## config.mk

```make
export PLATFORM = sky130hd
export DESIGN_NAME = sha256_msg_loader
export DESIGN_NICKNAME = d
export VERILOG_FILES = /design/src/rtl/sha256_msg_loader.sv
export SDC_FILE = /design/constraint.sdc
export NUM_CORES = 1
export LEC_CHECK = 0
export CAP_MARGIN = 20
export CORE_UTILIZATION = 48
export CTS_BUF_LIST = sky130_fd_sc_hd__clkbuf_8
export DETAILED_ROUTE_END_ITERATION = 8
export PLACE_DENSITY = 0.79
export SLEW_MARGIN = 20
export SYNTH_ARGS = -nofsm -noshare
export SYNTH_HDL_FRONTEND = slang
export SYNTH_SLANG_ARGS = --single-unit
export TNS_END_PERCENT = 50
```

## constraint.sdc

```tcl
create_clock -name clk -period 2.92 [get_ports clk]
set_input_delay 0.438 -clock clk [delete_from_list [all_inputs] [get_ports clk]]
set_output_delay 0.438 -clock clk [all_outputs]
set_load 0.005 [all_outputs]
```

## src/rtl/sha256_msg_loader.sv

```systemverilog
// Byte-stream front end for SHA-256: packs message bytes into 512-bit blocks,
// applies FIPS 180-4 padding and hands blocks downstream tagged first/last.
module sha256_msg_loader #(
  parameter int LEN_W = 32
) (
  input  logic         clk,
  input  logic         reset_n,
  input  logic         in_valid,
  output logic         in_ready,
  input  logic [7:0]   in_data,
  input  logic         in_last,
  output logic         blk_valid,
  input  logic         blk_ready,
  output logic [511:0] blk_data,
  output logic         blk_first,
  output logic         blk_last
);

  typedef enum logic {FILL, EMIT} state_t;

  state_t             r_state;
  logic [511:0]       r_buf;
  logic [5:0]         r_idx;
  logic [LEN_W-1:0]   r_count;
  logic               r_first_f;
  logic               r_last_f;
  logic               r_extra_pend;
  logic               r_extra_80;

  logic               w_accept;
  logic [LEN_W-1:0]   w_count_nxt;
  logic [511:0]       w_fill_buf;

  function automatic logic [63:0] bit_len(input logic [LEN_W-1:0] c);
    return 64'({c, 3'b000});
  endfunction

  assign w_accept    = in_valid && (r_state == FILL);
  assign w_count_nxt = r_count + LEN_W'(1);

  // Buffer image after accepting the current byte, including in-block padding.
  always_comb begin
    w_fill_buf = r_buf;
    for (int s = 0; s < 64; s++) begin
      if (6'(s) == r_idx)
        w_fill_buf[511-8*s -: 8] = in_data;
      if (in_last && (r_idx <= 6'd62) && (6'(s) == r_idx + 6'd1))
        w_fill_buf[511-8*s -: 8] = 8'h80;
    end
    if (in_last && (r_idx <= 6'd54))
      w_fill_buf[63:0] = bit_len(w_count_nxt);
  end

  always_ff @(posedge clk or negedge reset_n) begin
    if (!reset_n) begin
      r_state      <= FILL;
      r_buf        <= '0;
      r_idx        <= '0;
      r_count      <= '0;
      r_first_f    <= 1'b1;
      r_last_f     <= 1'b0;
      r_extra_pend <= 1'b0;
      r_extra_80   <= 1'b0;
    end else begin
      case (r_state)
        FILL: begin
          if (w_accept) begin
            r_buf   <= w_fill_buf;
            r_idx   <= r_idx + 6'd1;
            r_count <= w_count_nxt;
            if (in_last) begin
              r_state <= EMIT;
              if (r_idx <= 6'd54) begin
                r_last_f <= 1'b1;
              end else begin
                // Length does not fit: a padding-only block follows.
                r_last_f     <= 1'b0;
                r_extra_pend <= 1'b1;
                r_extra_80   <= (r_idx == 6'd63);
              end
            end else if (r_idx == 6'd63) begin
              r_state  <= EMIT;
              r_last_f <= 1'b0;
            end
          end
        end
        EMIT: begin
          if (blk_ready) begin
            r_first_f <= 1'b0;
            if (r_extra_pend) begin
              r_buf        <= {(r_extra_80 ? 8'h80 : 8'h00), 440'b0, bit_len(r_count)};
              r_last_f     <= 1'b1;
              r_extra_pend <= 1'b0;
            end else if (r_last_f) begin
              r_buf     <= '0;
              r_idx     <= '0;
              r_count   <= '0;
              r_last_f  <= 1'b0;
              r_first_f <= 1'b1;
              r_state   <= FILL;
            end else begin
              r_buf   <= '0;
              r_idx   <= '0;
              r_state <= FILL;
            end
          end
        end
        default: r_state <= FILL;
      endcase
    end
  end

  assign in_ready  = (r_state == FILL);
  assign blk_valid = (r_state == EMIT);
  assign blk_data  = r_buf;
  assign blk_first = r_first_f && blk_valid;
  assign blk_last  = r_last_f && blk_valid;

endmodule

```

After elaboration in Yosys (flattened, before gate mapping):

Index checks and enable logic that the tools add are counted.

* register bits after elaboration: 555
* input port bits: 13
* logic and storage cells: 578

* $add $sub $neg: 2
* reduce and logical (&&, ||, !) cells: 141
* bitwise operators: 2
* muxes and demuxes: 162
* $lt $le $gt $ge: 2
* equal/unequal tests: 198

Operators with widths (number)
* 2-to-1 mux 512 bit: 3
* 2-to-1 mux 8 bit: 129
* one-hot mux 512 bit (2 select lines): 1
* == test 6 bit, first input constant: 64
* AND reduction 3 bit: 66
* == test 5 x 6 -> 1 bit, first input constant: 32
* != test 3 x 1 -> 1 bit, second input constant: 57
* 2-to-1 mux 32 bit: 4
* == test 4 x 6 -> 1 bit, first input constant: 16
* logical AND 1 bit: 69
* 2-to-1 mux 64 bit: 1
* one-hot mux 32 bit (2 select lines): 1
* == test 3 x 6 -> 1 bit, first input constant: 8
* adder 32 x 1 -> 32 bit, second input constant: 1
* != test 4 x 1 -> 1 bit, second input constant: 8
* == test 2 x 6 -> 1 bit, first input constant: 4
* 2-to-1 mux 6 bit: 3
* 2-to-1 mux 1 bit: 16
* == test 1 x 6 -> 1 bit, first input constant: 2
* less-or-equal comparator 6 bit, second input constant: 2
* zero test 6 bit: 2
* one-hot mux 6 bit (2 select lines): 1
* AND reduction 4 bit: 3
* adder 6 x 1 -> 6 bit, second input constant: 1
* other kinds (6): 13

Longest topological paths before layout:

* depth after elaboration: 7
* mapped depth: 12
* depth with buffers taken out: 8

Worst setup path before layout:

OpenSTA, ideal clock, no wires.

* path type: register -> register
* from: reg r_idx[0]
* to: reg r_buf[112], in the netlist blk_data[112]
* stages on the path, launching flop included: 11
* slack: 0.188 ns
* setup time: 0.125 ns
* data arrival time: 2.608 ns
* path through: dfrtp_1 -> buf_2 -> inv_1 -> ha_1 -> clkbuf_1 -> o31ai_4 -> nor3_4 -> and3_1 -> buf_2 -> o31ai_4 -> mux2_2

* longest elaborated chain between the ends: 6
* elaborated cells on any way between the ends: 11

RTL lines
* start: declaration: RTL line 23 `logic [5:0] r_idx;`
* start signal: assignment: RTL line 69 `r_idx <= r_idx + 6'd1;`
* adder 6 x 1 -> 6 bit or less-or-equal comparator 6 bit (tied branches): RTL line 47 `if (in_last && (r_idx <= 6'd62) && (6'(s) == r_idx + 6'd1))`
* == test 6 bit or logical AND 1 bit (tied branches): RTL line 47
* logical AND 1 bit: RTL line 47
* 2-to-1 mux 8 bit: RTL line 47
* 2-to-1 mux 512 bit: RTL line 67 `if (w_accept) begin`
* one-hot mux 512 bit (2 select lines): RTL line 65 `case (r_state)`
* end signal: assignment: RTL line 68 `r_buf <= w_fill_buf;`
* end signal: assignment: RTL line 91 `r_buf <= {(r_extra_80 ? 8'h80 : 8'h00), 440'b0, bit_len(r_count)};`
* end: declaration: RTL line 22 `logic [511:0] r_buf;`

Several ways; a longest one is shown, not always the timed one. The select of a mux whose other input is x is not followed.
A chain may end at the register's enable or synchronous reset.

Worst setup path after layout:

* from: reg r_idx[0]
* to: reg r_buf[449], in the netlist blk_data[449]

* longest elaborated chain between the ends: 6
* elaborated cells on any way between the ends: 11

RTL lines (RTL line)
* adder 6 x 1 -> 6 bit or less-or-equal comparator 6 bit (tied branches): 47
* == test 3 x 6 -> 1 bit or logical AND 1 bit (tied branches): 47
* logical AND 1 bit: 47
* 2-to-1 mux 8 bit: 47
* 2-to-1 mux 512 bit: 67
* one-hot mux 512 bit (2 select lines): 65

Several ways; a longest one is shown, not always the timed one. The select of a mux whose other input is x is not followed.

==> reports/results.md <==
| Stage | Metric | Reported |
| --- | --- | --- |
| status | Outcome | finished clean |
| drt | Drt first-iter violations | 2219 |
| placement | Count of placed standard cells including taps | 3469 |
| global route | Wire length of the first global-routing pass | 145.6 mm |
| clock network | TritonCTS clock tree | yes |
| synthesis | Synthesized-area fraction occupied by and/or/nand/nor cells | 13.38% |
| global route | Maximum number of pins on one net before global-route repair | 90 |
| die | Ports placed on the boundary | 529 |
| run | Number of violations of the max-capacitance limit | 0 |
| global route | Number of global-route vias before repair | 23020 |
| synthesis | Area of the mapped netlist | 0.02490 mm² |
| timing | Minimum setup slack in the final design | 0.08618 ns |
| pwr | Leakage power figure | 14.64 nW |
| timing | Slew @ Worst Pin | 1.138 ns |
| placement | Count of input and output buffers | 528 |
| timing | Total setup violations reported at the end of the flow | 0 |
| synthesis | Per-instance average area after synthesis | 11.10 µm² |
| finish | Non-Filler Instances | 3642 |
| timing | Final hold violation count | 0 |
| setup path | Buffers and inverters on the worst path | 2 |
| drt | First-pass iteration count of the detailed router | 6 |
| min path | Worst Hold Class | in2async |
| finish | Area growth from synthesis to final layout | 37.73% |
| placement | DP Worst Slack | 0.03738 ns |
| placement | Final estimated routing congestion in global placement | 0.9476 |
| synthesis | Synthesis-stage register bit count | 555 |
| synthesis | Number of warnings printed during yosys synthesis | 0 |
| drt | Wirelength, routed | 96.46 mm |
| clock network | Number of levels the H-tree was split into | 3 |
| die | Std-Cell Rows | 83 |
| synthesis | Fraction of synthesized cell area in xor and xnor cells | 0.6985% |
| timing | Max frequency | 352.9 MHz |
| setup path | R2R depth | 9 |
| drt | Residual DRC | 0 |
| pwr | Maximum resistive drop on vdd | 615.1 µV |
| synthesis | Distinct cells, synth | 83 |
| pwr | P per Cell Area | 1037 mW/mm² |
| setup path | Crit path max-delay cell type | sky130_fd_sc_hd__dfrtp_1 |
| synthesis | Top_reg_cell synth | sky130_fd_sc_hd__dfrtp_1 |
| clock network | Inserted Clock Buffers | 92 |
| finish | Share of layout cells above drive strength 1 | 15.85% |
| synthesis | Post-synthesis async set-or-reset flop share | 100.0% |
| die | Die width | 229.8 µm |
| global route | All-Layer GR Usage | 36.18% |
| finish | # nets final | 2904 |
| setup path | Critical path capture point type | flop |
| drt | Routed Antenna Nets | 0 |
| synthesis | Mapped Nets | 2262 |
| synthesis | Multiplexer share of the synthesized area | 1.347% |
| setup path | Launch instance of the worst register-to-register path | r_idx[0]$_DFFE_PN0P_ |
| setup path | Cell family with most CP delay | simple AND/OR/NAND/NOR gates |
| synthesis | Post-synthesis sequential area ratio | 55.78% |
| die | Die ar. | 0.05279 mm² |
| finish | End-of-flow core utilization | 66.85% |
| clock network | Worst-path clk slew | 0.06 ns |
| clock network | Number of sinks driven by the clock tree | 555 |
| timing | Setup clock skew after layout | 0.03097 ns |
| timing | Minimum period implied by the final worst setup slack | 2.834 ns |
| setup path | Start-to-end type of the worst setup path | reg2reg |
| synthesis | Leading area contributor after synthesis | sky130_fd_sc_hd__dfrtp_1 |
| die | Chip Height | 229.8 µm |
| global route | GRT Residual Overflow | 0 |
| global route | Number of antenna violations at the first check in global routing | 4 |
| synthesis | Most numerous cell types in the synthesized netlist | 554 x sky130_fd_sc_hd__dfrtp_1, 227 x sky130_fd_sc_hd__a22o_1, 212 x sky130_fd_sc_hd__nor2_1 |
| placement | Half-perimeter wire length after placement | 67.81 mm |
| setup path | Critical path depth in cells | 9 |
| setup path | Startpoint type of the worst setup path | flop |
| drt | Detailed-route wire length per cell | 26.48 µm |
| clock network | Number of buffers inserted to repair setup after CTS | 0 |
| synthesis | Portion of synthesized cell area occupied by the leading cell type | 55.68% |
| timing | Setup TNS | 0 ns |
| setup path | Endpoint of the lowest-slack register-to-register path | blk_data[449]$_DFFE_PN0P_ |
| finish | Layout filler cell count | 3845 |
| setup path | Data required time at the worst endpoint | 3.45 ns |
| setup path | Cell-by-cell listing of the critical path | ha_1 > buf_4 > or3b_2 > o41ai_2 > buf_4 > and2_1 > and2_1 > o21bai_1 > o2bb2ai_1 |
| clock network | Skew-Pair Late Insertion Delay | 0.70 ns |
| synthesis | Combinational family with the most area after synthesis | compound AO/OA/AOI/OAI gates |
| clock network | CTS Root Buffer Type | sky130_fd_sc_hd__clkbuf_8 |
| synthesis | Cell with the most instances after synthesis | sky130_fd_sc_hd__dfrtp_1 |
| die | Initial cell density of the core | 48.54% |
| synthesis | Arithmetic-cell share of the synthesized area counting full adders, half adders and majority gates | 0.3015% |
| synthesis | Number of enable-type register cells in the synthesized netlist | 0 |
| synthesis | Dominant cells by area after synthesis | sky130_fd_sc_hd__dfrtp_1 56%, sky130_fd_sc_hd__a22o_1 8.0%, sky130_fd_sc_hd__o2bb2ai_1 4.5% |
| setup path | Delay of the slowest cell on the worst path | 0.49 ns |
| setup path | Critical path arrival | 3.36 ns |
| timing | Max_slew headroom | 23.94% |
| synthesis | Synth Instances | 2243 |
| drt | Vias per cell | 6.301 |
| setup path | Register-to-register setup slack | 0.09 ns |
| pwr | Pwr Total | 35.56 mW |
| setup path | Largest fanout of any net on the critical path | 11 |
| timing | Fin crit share | 97.05% |
| synthesis | Synth Area in Compound Gates | 25.34% |
| clock network | CTS Buffer Depth | 3 |
| timing | Pins over their slew limit | 0 |
| die | Core footprint | 0.05130 mm² |
| drt | Via total after detailed routing | 22950 |
-- per-stage QoR --
step	hold slack, ns	instance area (µm²)
CTS	0.3077	34120
finish	0.3261	34290
global route	0.3498	34290
global placement	0.4549	32090
floorplan	0.1424	24900
detailed placement	0.4574	32090
-- worst max path at each step --
stage | startpoint | slack, ns | to
finish | r_idx[0]$_DFFE_PN0P_ | 0.09 | blk_data[449]$_DFFE_PN0P_
global route | r_idx[1]$_DFFE_PN0P_ | -0.003 | blk_data[177]$_DFFE_PN0P_
CTS | blk_valid$_DFF_PN0_ | 0.02 | blk_last
detailed placement | r_idx[0]$_DFFE_PN0P_ | 0.04 | blk_data[408]$_DFFE_PN0P_
global placement | blk_ready | 0.07 | blk_data[313]$_DFFE_PN0P_
floorplan | r_idx[0]$_DFFE_PN0P_ | 0.19 | blk_data[112]$_DFFE_PN0P_
-- state kept, by name (all words and copies together) (netlist names) --
signal,count
blk_data,512
blk_valid,1
r_count,32
r_extra_80,1
r_extra_pend,1
r_first_f,1
r_idx,6
r_last_f,1
-- power by group --
| group | switching, mW | internal, mW | leakage, nW | total [mW] |
|---|---|---|---|---|
| Combinational | 7.85 | 7.97 | 6.25 | 15.8 |
| Sequential | 1.97 | 10.3 | 7.27 | 12.3 |
| Clock | 3.33 | 4.11 | 1.12 | 7.45 |
| Total | 13.2 | 22.4 | 14.6 | 35.6 |
-- what timing repair did --
item / 4_1_cts / 5_1_grt
pin swaps: 0 / 1
resized for setup: 3 / 26
hold endpoints to repair: 49 / 0
hold buffers: 1 / 0
setup endpoints to repair: 6 / 161
-- area by class of cell --
cell class              count  area (µm²)  share of cell area [%]
flip-flops and latches    555       13890                   40.52
multi-input cells        1502       10520                   30.66
repair buffers            709        6927                   20.20
clock buffers             115        1583                   4.615
well taps                 680       850.8                   2.481
clock inverters            53       422.9                   1.233
inverters                  25       93.84                  0.2736
diodes                      3       7.507                 0.02189
-- routing by layer --
layer	GRT usage [%]	wire, µm	up-vias
met3	9.077	9386	253
met1	47.76	38650	11550
li1	-	-	9755
met4	16.78	4301	0
met5	0	0	-
met2	56.17	44120	1390
-- cell usage in the layout, fill, tap and decap left out, types with 53 or more instances in the layout --
| master | netlist | layout |
|---|---|---|
| sky130_fd_sc_hd__clkdlybuf4s50_1 | 0 | 527 |
| sky130_fd_sc_hd__dfrtp_1 | 554 | 552 |
| sky130_fd_sc_hd__o31ai_1 | 71 | 69 |
| sky130_fd_sc_hd__buf_4 | 3 | 157 |
| sky130_fd_sc_hd__nor3_1 | 91 | 91 |
| sky130_fd_sc_hd__nand2_1 | 164 | 163 |
| sky130_fd_sc_hd__a22o_1 | 227 | 227 |
| sky130_fd_sc_hd__o21ai_0 | 120 | 120 |
| sky130_fd_sc_hd__inv_1 | 25 | 53 |
| sky130_fd_sc_hd__o2bb2ai_1 | 129 | 129 |
| sky130_fd_sc_hd__nor2_1 | 212 | 199 |
| sky130_fd_sc_hd__clkbuf_8 | 0 | 115 |
-- logic make-up (layout without fill, tap and decap cells) --
family	after synthesis	in the layout
flip-flops	555	555
buffers and inverters	186	902
XOR/XNOR	19	19
other	0	3
multiplexers	30	30
AND/OR/NAND/NOR	680	680
adder cells (fa/ha/maj)	6	6
AO/OA/AOI/OAI	767	767
No activity file was read; power rests on OpenSTA's default activity.
